## src/rtl/sorted_insert_pkg.sv

```systemverilog
// Shared constants and FSM state type for the sorted-insert writer
// and its dual-port RAM.
package sorted_pkg;
  localparam int DEPTH  = 32;
  localparam int DATA_W = 8;
  localparam int ADDR_W = 5;

  typedef enum logic [2:0] {
    IDLE = 3'd0,
    RD   = 3'd1,
    CMP  = 3'd2,
    INS  = 3'd3,
    DONE = 3'd4
  } state_e;
endpackage

```

## src/rtl/sorted_insert_if.sv

```systemverilog
// Request/response and searcher read-port bundle for sorted_insert.
interface sorted_insert_if;
  import sorted_pkg::*;
  logic              Start;
  logic [DATA_W-1:0] A;
  logic              Done;
  logic              Inserted;
  logic [ADDR_W-1:0] Loc;
  logic [ADDR_W:0]   Count;
  logic              Full;
  logic              Busy;
  logic [ADDR_W-1:0] RdAddr;
  logic [DATA_W-1:0] RdData;

  modport master (output Start, A, RdAddr,
                  input  Done, Inserted, Loc, Count, Full, Busy, RdData);
  modport slave  (input  Start, A, RdAddr,
                  output Done, Inserted, Loc, Count, Full, Busy, RdData);
endinterface

```

## src/rtl/sorted_insert_ram32x8.sv

```systemverilog
// Dual-port RAM: port A read/write for the inserter, port B read-only
// for the searcher; both outputs registered.
module sorted_ram32x8
  import sorted_pkg::*;
(
  input  logic              clk,
  input  logic [ADDR_W-1:0] addr_a,
  input  logic [DATA_W-1:0] data_a,
  input  logic              wren_a,
  output logic [DATA_W-1:0] q_a,
  input  logic [ADDR_W-1:0] addr_b,
  output logic [DATA_W-1:0] q_b
);
  logic [DATA_W-1:0] mem [DEPTH];

  always_ff @(posedge clk) begin
    if (wren_a) mem[addr_a] <= data_a;
    q_a <= mem[addr_a];
    q_b <= mem[addr_b];
  end
endmodule

```

## src/rtl/sorted_insert.sv

```systemverilog
// Keeps a 32-entry RAM in ascending order by shifting larger entries up
// one slot per compare, then writing the new value into the gap.
module sorted_insert
  import sorted_pkg::*;
(
  input  logic            clk,
  input  logic            Reset,
  sorted_insert_if.slave  bus
);
  state_e            state_q, state_d;
  logic [DATA_W-1:0] a_q, a_d;
  logic [ADDR_W-1:0] i_q, i_d;
  logic [ADDR_W-1:0] pos_q, pos_d;
  logic [ADDR_W-1:0] loc_q, loc_d;
  logic [ADDR_W:0]   count_q, count_d;
  logic              ins_q, ins_d;

  logic [ADDR_W-1:0] ram_addr;
  logic [DATA_W-1:0] ram_wdata;
  logic              ram_we;
  logic [DATA_W-1:0] ram_q;
  logic              full;

  assign full = (count_q == DEPTH[ADDR_W:0]);

  sorted_ram32x8 u_ram (
    .clk    (clk),
    .addr_a (ram_addr),
    .data_a (ram_wdata),
    .wren_a (ram_we),
    .q_a    (ram_q),
    .addr_b (bus.RdAddr),
    .q_b    (bus.RdData)
  );

  always_comb begin
    state_d   = state_q;
    a_d       = a_q;
    i_d       = i_q;
    pos_d     = pos_q;
    loc_d     = loc_q;
    count_d   = count_q;
    ins_d     = ins_q;
    ram_addr  = i_q;
    ram_wdata = a_q;
    ram_we    = 1'b0;
    case (state_q)
      IDLE: begin
        if (bus.Start) begin
          a_d   = bus.A;
          ins_d = 1'b0;
          if (full) begin
            state_d = DONE;
          end else if (count_q == '0) begin
            pos_d   = '0;
            state_d = INS;
          end else begin
            i_d     = count_q[ADDR_W-1:0] - 1'b1;
            state_d = RD;
          end
        end
      end
      RD: begin
        ram_addr = i_q;
        state_d  = CMP;
      end
      CMP: begin
        // Strictly-greater test keeps equal values ahead of the new one.
        if (ram_q > a_q) begin
          ram_addr  = i_q + 1'b1;
          ram_wdata = ram_q;
          ram_we    = 1'b1;
          if (i_q == '0) begin
            pos_d   = '0;
            state_d = INS;
          end else begin
            i_d     = i_q - 1'b1;
            state_d = RD;
          end
        end else begin
          pos_d   = i_q + 1'b1;
          state_d = INS;
        end
      end
      INS: begin
        ram_addr  = pos_q;
        ram_wdata = a_q;
        ram_we    = 1'b1;
        loc_d     = pos_q;
        count_d   = count_q + 1'b1;
        ins_d     = 1'b1;
        state_d   = DONE;
      end
      DONE: begin
        if (!bus.Start) state_d = IDLE;
      end
      default: state_d = IDLE;
    endcase
  end

  always_ff @(posedge clk) begin
    if (Reset) begin
      state_q <= IDLE;
      a_q     <= '0;
      i_q     <= '0;
      pos_q   <= '0;
      loc_q   <= '0;
      count_q <= '0;
      ins_q   <= 1'b0;
    end else begin
      state_q <= state_d;
      a_q     <= a_d;
      i_q     <= i_d;
      pos_q   <= pos_d;
      loc_q   <= loc_d;
      count_q <= count_d;
      ins_q   <= ins_d;
    end
  end

  assign bus.Done     = (state_q == DONE);
  assign bus.Inserted = ins_q;
  assign bus.Loc      = loc_q;
  assign bus.Count    = count_q;
  assign bus.Full     = full;
  assign bus.Busy     = (state_q == RD) || (state_q == CMP) || (state_q == INS);
endmodule

```

## src/flat_wrapper.sv

```systemverilog
// flat-port wrapper written by rule: the top's interface ports become plain ports
module sorted_insert_flat import sorted_pkg::*;
  (clk, Reset, bus_Start, bus_A, bus_RdAddr, bus_Done, bus_Inserted, bus_Loc, bus_Count, bus_Full, bus_Busy, bus_RdData);
  sorted_insert_if bus_i ();
  input  logic clk;
  input  logic Reset;
  input wire logic [$bits(bus_i.Start)-1:0] bus_Start;
  input wire logic [$bits(bus_i.A)-1:0] bus_A;
  input wire logic [$bits(bus_i.RdAddr)-1:0] bus_RdAddr;
  output wire logic [$bits(bus_i.Done)-1:0] bus_Done;
  output wire logic [$bits(bus_i.Inserted)-1:0] bus_Inserted;
  output wire logic [$bits(bus_i.Loc)-1:0] bus_Loc;
  output wire logic [$bits(bus_i.Count)-1:0] bus_Count;
  output wire logic [$bits(bus_i.Full)-1:0] bus_Full;
  output wire logic [$bits(bus_i.Busy)-1:0] bus_Busy;
  output wire logic [$bits(bus_i.RdData)-1:0] bus_RdData;
  assign bus_i.Start = bus_Start;
  assign bus_i.A = bus_A;
  assign bus_i.RdAddr = bus_RdAddr;
  assign bus_Done = bus_i.Done;
  assign bus_Inserted = bus_i.Inserted;
  assign bus_Loc = bus_i.Loc;
  assign bus_Count = bus_i.Count;
  assign bus_Full = bus_i.Full;
  assign bus_Busy = bus_i.Busy;
  assign bus_RdData = bus_i.RdData;
  sorted_insert u_core (.clk(clk), .Reset(Reset), .bus(bus_i));
endmodule
```

## config.mk

```make
export PLATFORM = sky130hd
export DESIGN_NAME = sorted_insert_flat
export DESIGN_NICKNAME = d
export VERILOG_FILES = /design/src/rtl/sorted_insert_pkg.sv /design/src/rtl/sorted_insert_if.sv /design/src/rtl/sorted_insert_ram32x8.sv /design/src/rtl/sorted_insert.sv /design/src/flat_wrapper.sv
export SDC_FILE = /design/constraint.sdc
export NUM_CORES = 1
export LEC_CHECK = 0
export BUFFER_PORTS_ARGS = -buffer_cell sky130_fd_sc_hd__buf_4
export CORE_ASPECT_RATIO = 0.5
export CORE_MARGIN = 2
export CORE_UTILIZATION = 46
export CTS_BUF_LIST = sky130_fd_sc_hd__clkbuf_8
export CTS_CLUSTER_DIAMETER = 40
export CTS_CLUSTER_SIZE = 12
export DETAILED_ROUTE_END_ITERATION = 10
export PLACE_DENSITY_LB_ADDON = 0.3
export RECOVER_POWER = 100
export SLEW_MARGIN = 20
export SYNTH_ARGS = -nofsm -noshare
export SYNTH_HDL_FRONTEND = slang
export SYNTH_SLANG_ARGS = --single-unit
```

## constraint.sdc

```tcl
create_clock -name clk -period 7.72 [get_ports clk]
set_input_delay 0.386 -clock clk [delete_from_list [all_inputs] [get_ports clk]]
set_output_delay 0.386 -clock clk [all_outputs]
set_load 0.05 [all_outputs]
```

* After elaboration in Yosys (flattened, before gate mapping)
Memory sizes are Yosys's and may differ from the RTL's. A register that Yosys moved wholly into a read port is not among the register bits. Cells that the tools add are included.
Storage, ports and cells: bits in registers 33, memory bits (writable) 256, output and inout port bits 23, memories 1
Memories:
- u_core.u_ram.mem | words 32, bits a word 8, read ports 2, clocked after memory_dff 2, wr ports 1, line sorted_insert_ram32x8.sv:14 | logic [DATA_W-1:0] mem [DEPTH];
Cells by class: $add $sub $neg 4, $lt $le $gt $ge 1, equal/unequal tests 13, mux-type cells 29, reduce and logical (&&, ||, !) cells 12
Operators by type and width (count):
- $mux W5 | 11
- $pmux W5 S2 | 3
- $mux W8 | 2
- $pmux W3 S5 | 1
- $ne A2 B2 Y1 const B | 5
- $sub A5 B1 Y5 const B | 2
- $mux W3 | 3
- $gt A8 B8 Y1 | 1
- $add A6 B1 Y6 const B | 1
- $eq A3 B2 Y1 const B | 2
- $eq A6 B6 Y1 const B | 1
- $logic_not A6 Y1 | 1
- $mux W2 | 3
- $reduce_and A2 Y1 | 3
- $reduce_and A6 Y1 | 1
- $add A5 B1 Y5 const B | 1
- $logic_not A5 Y1 | 1
- $reduce_and A5 Y1 | 1
- $mux W1 | 4
- $ne A2 B1 Y1 const B | 2
- $pmux W1 S2 | 2
- $reduce_bool A2 Y1 | 2
- $eq A3 B1 Y1 const B | 1
- $eq A3 B3 Y1 const B | 1
- other kinds (3) | 4

* Logic depth before layout (Yosys ltp)
depth after elaboration 5, gate-level depth with buffers 20, depth with buffers taken out 15

* Cells and area by module
From an unflattened synthesis, not the netlist that was laid out.
Unflattened totals: cell total of the unflattened synthesis 834, area total of the unflattened synthesis 14302.5 um2
By module, submodules not included:
- sorted_ram32x8 | instances 1, cells an instance 560, area each 12094.1 um2
- sorted_insert | instances 1, cells an instance 274, area each 2208.4 um2

* Worst setup path before layout
OpenSTA, ideal clock, no wires.
kind register to register, start register u_core.a_q[5], end memory u_core.u_ram.mem[11][0] (enable), library setup time 0.277 ns, arrival 3.737 ns, setup slack 3.705 ns, cell stages (with the launch flop) 19, clock period less this slack 4.015 ns, cells stage by stage dfxtp_1 -> inv_1 -> ha_1 -> a211oi_2 -> nor2_1 -> or4b_1 -> buf_2 -> and2_1 -> clkbuf_1 -> inv_1 -> ha_1 -> mux2i_1 -> a21o_1 -> buf_2 -> buf_2 -> clkbuf_1 -> nor2_1 -> nand2_1 -> nor2_1
On the way: cells in the longest elaborated chain, start to end 5
RTL lines:
- start, declared | line sorted_insert.sv:11 | logic [DATA_W-1:0] a_q, a_d;
- start signal, assigned | line sorted_insert.sv:104 | a_q <= '0;
- start signal, assigned | line sorted_insert.sv:112 | a_q <= a_d;
- $gt A8 B8 Y1 * | line sorted_insert.sv:69 | if (ram_q > a_q) begin
- $mux W1 | line sorted_insert.sv:69
- $pmux W1 S2 | line sorted_insert.sv:47 | case (state_q)
- $mux W1 | line sorted_insert_ram32x8.sv:17 | if (wren_a) mem[addr_a] <= data_a;
- $mux W1 (implied by the code) | line sorted_insert_ram32x8.sv:17
- end, declared | line sorted_insert_ram32x8.sv:14
Every way passes the cells marked *; elsewhere a longest branch is shown, timed or not.

* Final worst setup path
start register u_core.a_q[5], end register u_core.u_ram.q_a[4] (read register of u_core.u_ram.mem)
On the way: cells in the longest elaborated chain, start to end 3
RTL lines:
- $gt A8 B8 Y1 | line sorted_insert.sv:69
- $mux W5 | line sorted_insert.sv:69
- $pmux W5 S2 | line sorted_insert.sv:47
- end, declared | line sorted_insert_ram32x8.sv:10 | output logic [DATA_W-1:0] q_a,
No other way between the ends. A chain may end at the register's enable or synchronous reset.

==> flow_metrics.env <==
export IMPL_outcome="finished with violations"
export IMPL_violations="capacitance limit, slew limit"
export IMPL_ir_drop_v=0.000189
export IMPL_path_class="reg2reg"
export IMPL_synth_area_per_cell_um2=14.6
export IMPL_htreeDepth=2
export IMPL_p_sw_share_pct=37.3
export IMPL_power_per_cell_area_nw_per_um2=311
export IMPL_num_antenna_cells=0
export IMPL_synth_edf_count=256
export IMPL_cts_buffers=36
export IMPL_grt_start_max_net_pins=65
export IMPL_finalMaxSlewViolations=101
export IMPL_dpl_cell_area_um2=15200
export IMPL_worst_slack_ns=2.03
export IMPL_grt_pass1_wl_um=57300
export IMPL_start_kind="register"
export IMPL_leakagePower_nw=5.02
export IMPL_arrival_ns=6.00
export IMPL_timing_final_crit_period_ns=5.69
export IMPL_syn_to_final_growth_pct=7.96
export IMPL_path_clk_slew_ns=0.08
export IMPL_via_count=9315
export IMPL_hold_class="in2reg"
export IMPL_final_util_pct=51.1
export IMPL_fin_nets=1047
export IMPL_max_cap_violations=3
export IMPL_ant_nets=0
export IMPL_stdcell_area_um2=15700
export IMPL_cp_end_kind="register"
export IMPL_grt_pass1_vias=9068
export IMPL_fin_worst_skew_ns=0.0288
export IMPL_drcViolationCount=0
export IMPL_internal_power_mw=3.07
export IMPL_insertion_delay_ns=0.56
export IMPL_synthFlopType="edfxtp_1"
export IMPL_viasPerCell=6.37
export IMPL_clock_sinks=305
export IMPL_wl_per_cell_um=26.3
export IMPL_dr_pass1_iters=6
export IMPL_mostFrequentLayoutCell="edfxtp_1"
export IMPL_hold_violations=0
export IMPL_tightest_slew_ns=3.49
export IMPL_yosysSeqAreaShare_pct=59.5
export IMPL_portBuffers=38
export IMPL_grt_setup_unrepaired="no"
export IMPL_synth_area_um2=14600
export IMPL_routabilityCongestion=0.897
export IMPL_io_pins=39
export IMPL_antenna_found_initial=1
export IMPL_synth_seq_cells=305
export IMPL_cp_data_required_time_ns=8.03
export IMPL_clkPwrFrac_pct=22.6
export IMPL_worst_path_max_fanout=39
export IMPL_power_total_mw=4.89
export IMPL_die_x_um=256
export IMPL_switchingPower_mw=1.83
export IMPL_layout_drive_gt1_share_pct=17.9
export IMPL_synth_cell_type_count=54
export IMPL_first_iter_violations=1399
export IMPL_start_util_pct=47.4
export IMPL_grt_total_usage_pct=23.3
export IMPL_maxSlewHeadroom_pct=-133
export IMPL_placementRows=45
export IMPL_path_cells="inv_1 -> ha_1 -> a211oi_1 -> nor2_1 -> or4b_1 -> and2_0 -> inv_1 -> ha_1 -> mux2i_1 -> a21oi_4 -> buf_4 -> clkbuf_1 -> mux2i_1 -> a22oi_1 -> nand4_1"
export IMPL_fin_tns_setup_ns=0
export IMPL_setup_viol=0
export IMPL_place_ws_ns=3.07
export IMPL_grt_overflow=0
export IMPL_synth_nets=1030
export IMPL_critPathSlowestCell="clkbuf_1"
export IMPL_ys_warnings_count=0
export IMPL_cts_tree="done"
export IMPL_pwr_share_comb_pct=35.3
export IMPL_ctsResizeCount=0
export IMPL_fin_crit_sh_pct=73.7
export IMPL_root_buffer="clkbuf_8"
export IMPL_cts_setup_buffers=0
export IMPL_slowest_delay_ns=1.40
export IMPL_core_area_um2=30700
export IMPL_die_y_um=130
export IMPL_postCtsHoldBufs=0
export IMPL_fillers=2562
export IMPL_die_area_um2=33200
export IMPL_routed_wl_um=38400
export IMPL_sequentialPowerShare_pct=42.1
export IMPL_dpl_hpwl_um=25200
export IMPL_fmax_ghz=0.176
export IMPL_async_reset_ff_share_pct=0
export IMPL_postSynthCellCount=1000
export IMPL_cts_buffer_depth=3
export IMPL_final_cell_mix="edfxtp_1 (256), nand2_1 (115), mux4_2 (95)"
## power by group through the flow
stage          logic [mW]  registers, mW  clock network, mW
2_1_floorplan        1.21           2.07                  0
3_3_place_gp         1.67           2.09                  0
3_5_place_dp         1.70           2.09                  0
4_1_cts              1.71           2.05               1.12
5_1_grt              1.85           2.07               1.18
6_report             1.73           2.06               1.11
## state kept, by name, indices dropped and copies added, names as in the netlist
| register | count |
|---|---|
| u_core.u_ram.mem | 256 |
| u_core.a_q | 8 |
| u_core.u_ram.q_a | 8 |
| u_core.u_ram.q_b | 8 |
| u_core.bus.Count | 6 |
| u_core.bus.Loc | 5 |
| u_core.i_q | 5 |
| u_core.pos_q | 5 |
| u_core.state_q | 3 |
| u_core.bus.Inserted | 1 |
## final timing paths
| path | start | endpoint | slack, ns | cells after the start |
|---|---|---|---|---|
| setup / recovery | u_core.a_q[5] | u_core.u_ram.q_a[4] | 2.03 | 15 |
| hold / removal | bus_A[2] | u_core.a_q[2] | 0.09 | 3 |
| setup reg to reg | u_core.a_q[5] | u_core.u_ram.q_a[4] | 2.03 | 15 |
| hold reg to reg | u_core.bus.Loc[1] | u_core.bus.Loc[1] | 0.46 | 2 |
## logic make-up (layout without fill, tap and decap cells)
logic type	count (synthesis)	in the layout	share of synthesized area [%]
flip-flops	305	305	59.5
XOR/XNOR	8	8	0.481
AND/OR/NAND/NOR	268	268	8.19
adder cells (fa/ha/maj)	14	14	1.20
AO/OA/AOI/OAI	119	119	5.73
multiplexers	200	200	22.3
buffers and inverters	86	125	2.59
## through the flow
| step | instances | hold slack (ns) |
|---|---|---|
| 6_report | 1462 | 0.0873 |
| 3_3_place_gp | 1402 | 0.452 |
| 5_1_grt | 1462 | 0.0702 |
| 3_5_place_dp | 1402 | 0.456 |
| 2_1_floorplan | 1000 | 0.445 |
| 4_1_cts | 1462 | 0.0693 |
## Yosys cell counts, drive strengths merged (8+ instances only)
library cell | n | area share (%)
inv | 18 | 0.46
ha | 14 | 1.2
nand2 | 115 | 3.0
mux4 | 97 | 15
edfxtp | 256 | 53
dfxtp | 49 | 6.7
mux2i | 87 | 6.0
clkbuf | 34 | 0.88
buf | 34 | 1.3
o211ai | 11 | 0.57
nor3 | 8 | 0.35
mux2 | 16 | 1.2
a22oi | 19 | 0.98
nor2 | 66 | 1.7
a32oi | 11 | 0.66
nand3 | 43 | 1.5
a21oi | 34 | 1.2
## cell type report
cell class | count | area [µm²] | share of cell area [%]
clock buffers | 38 | 523 | 3.33
multi-input cells | 609 | 5530 | 35.2
repair buffers | 47 | 255 | 1.62
well taps | 423 | 529 | 3.37
flip-flops and latches | 305 | 8670 | 55.1
inverters | 18 | 67.6 | 0.430
clock inverters | 22 | 146 | 0.931
## metal layers
metal | global-route usage, % | part of all wire [%]
met1 | 33.1 | 42
met4 | 6.40 | 2.4
met3 | 6.68 | 12
met5 | 0 | 0
met2 | 35.5 | 44
## critical path, delay by kind of cell, from the launching register on
kind / cells / cell delay, ns
adders and majority gates: 2 / 0.40
and+or+nand+nor: 4 / 1.42
AOI/OAI and AO/OA: 3 / 0.90
buffers and inverters: 4 / 2.01
DFF: 1 / 0.35
muxes: 2 / 0.33
Note: power is estimated with default switching activity, not from simulation.
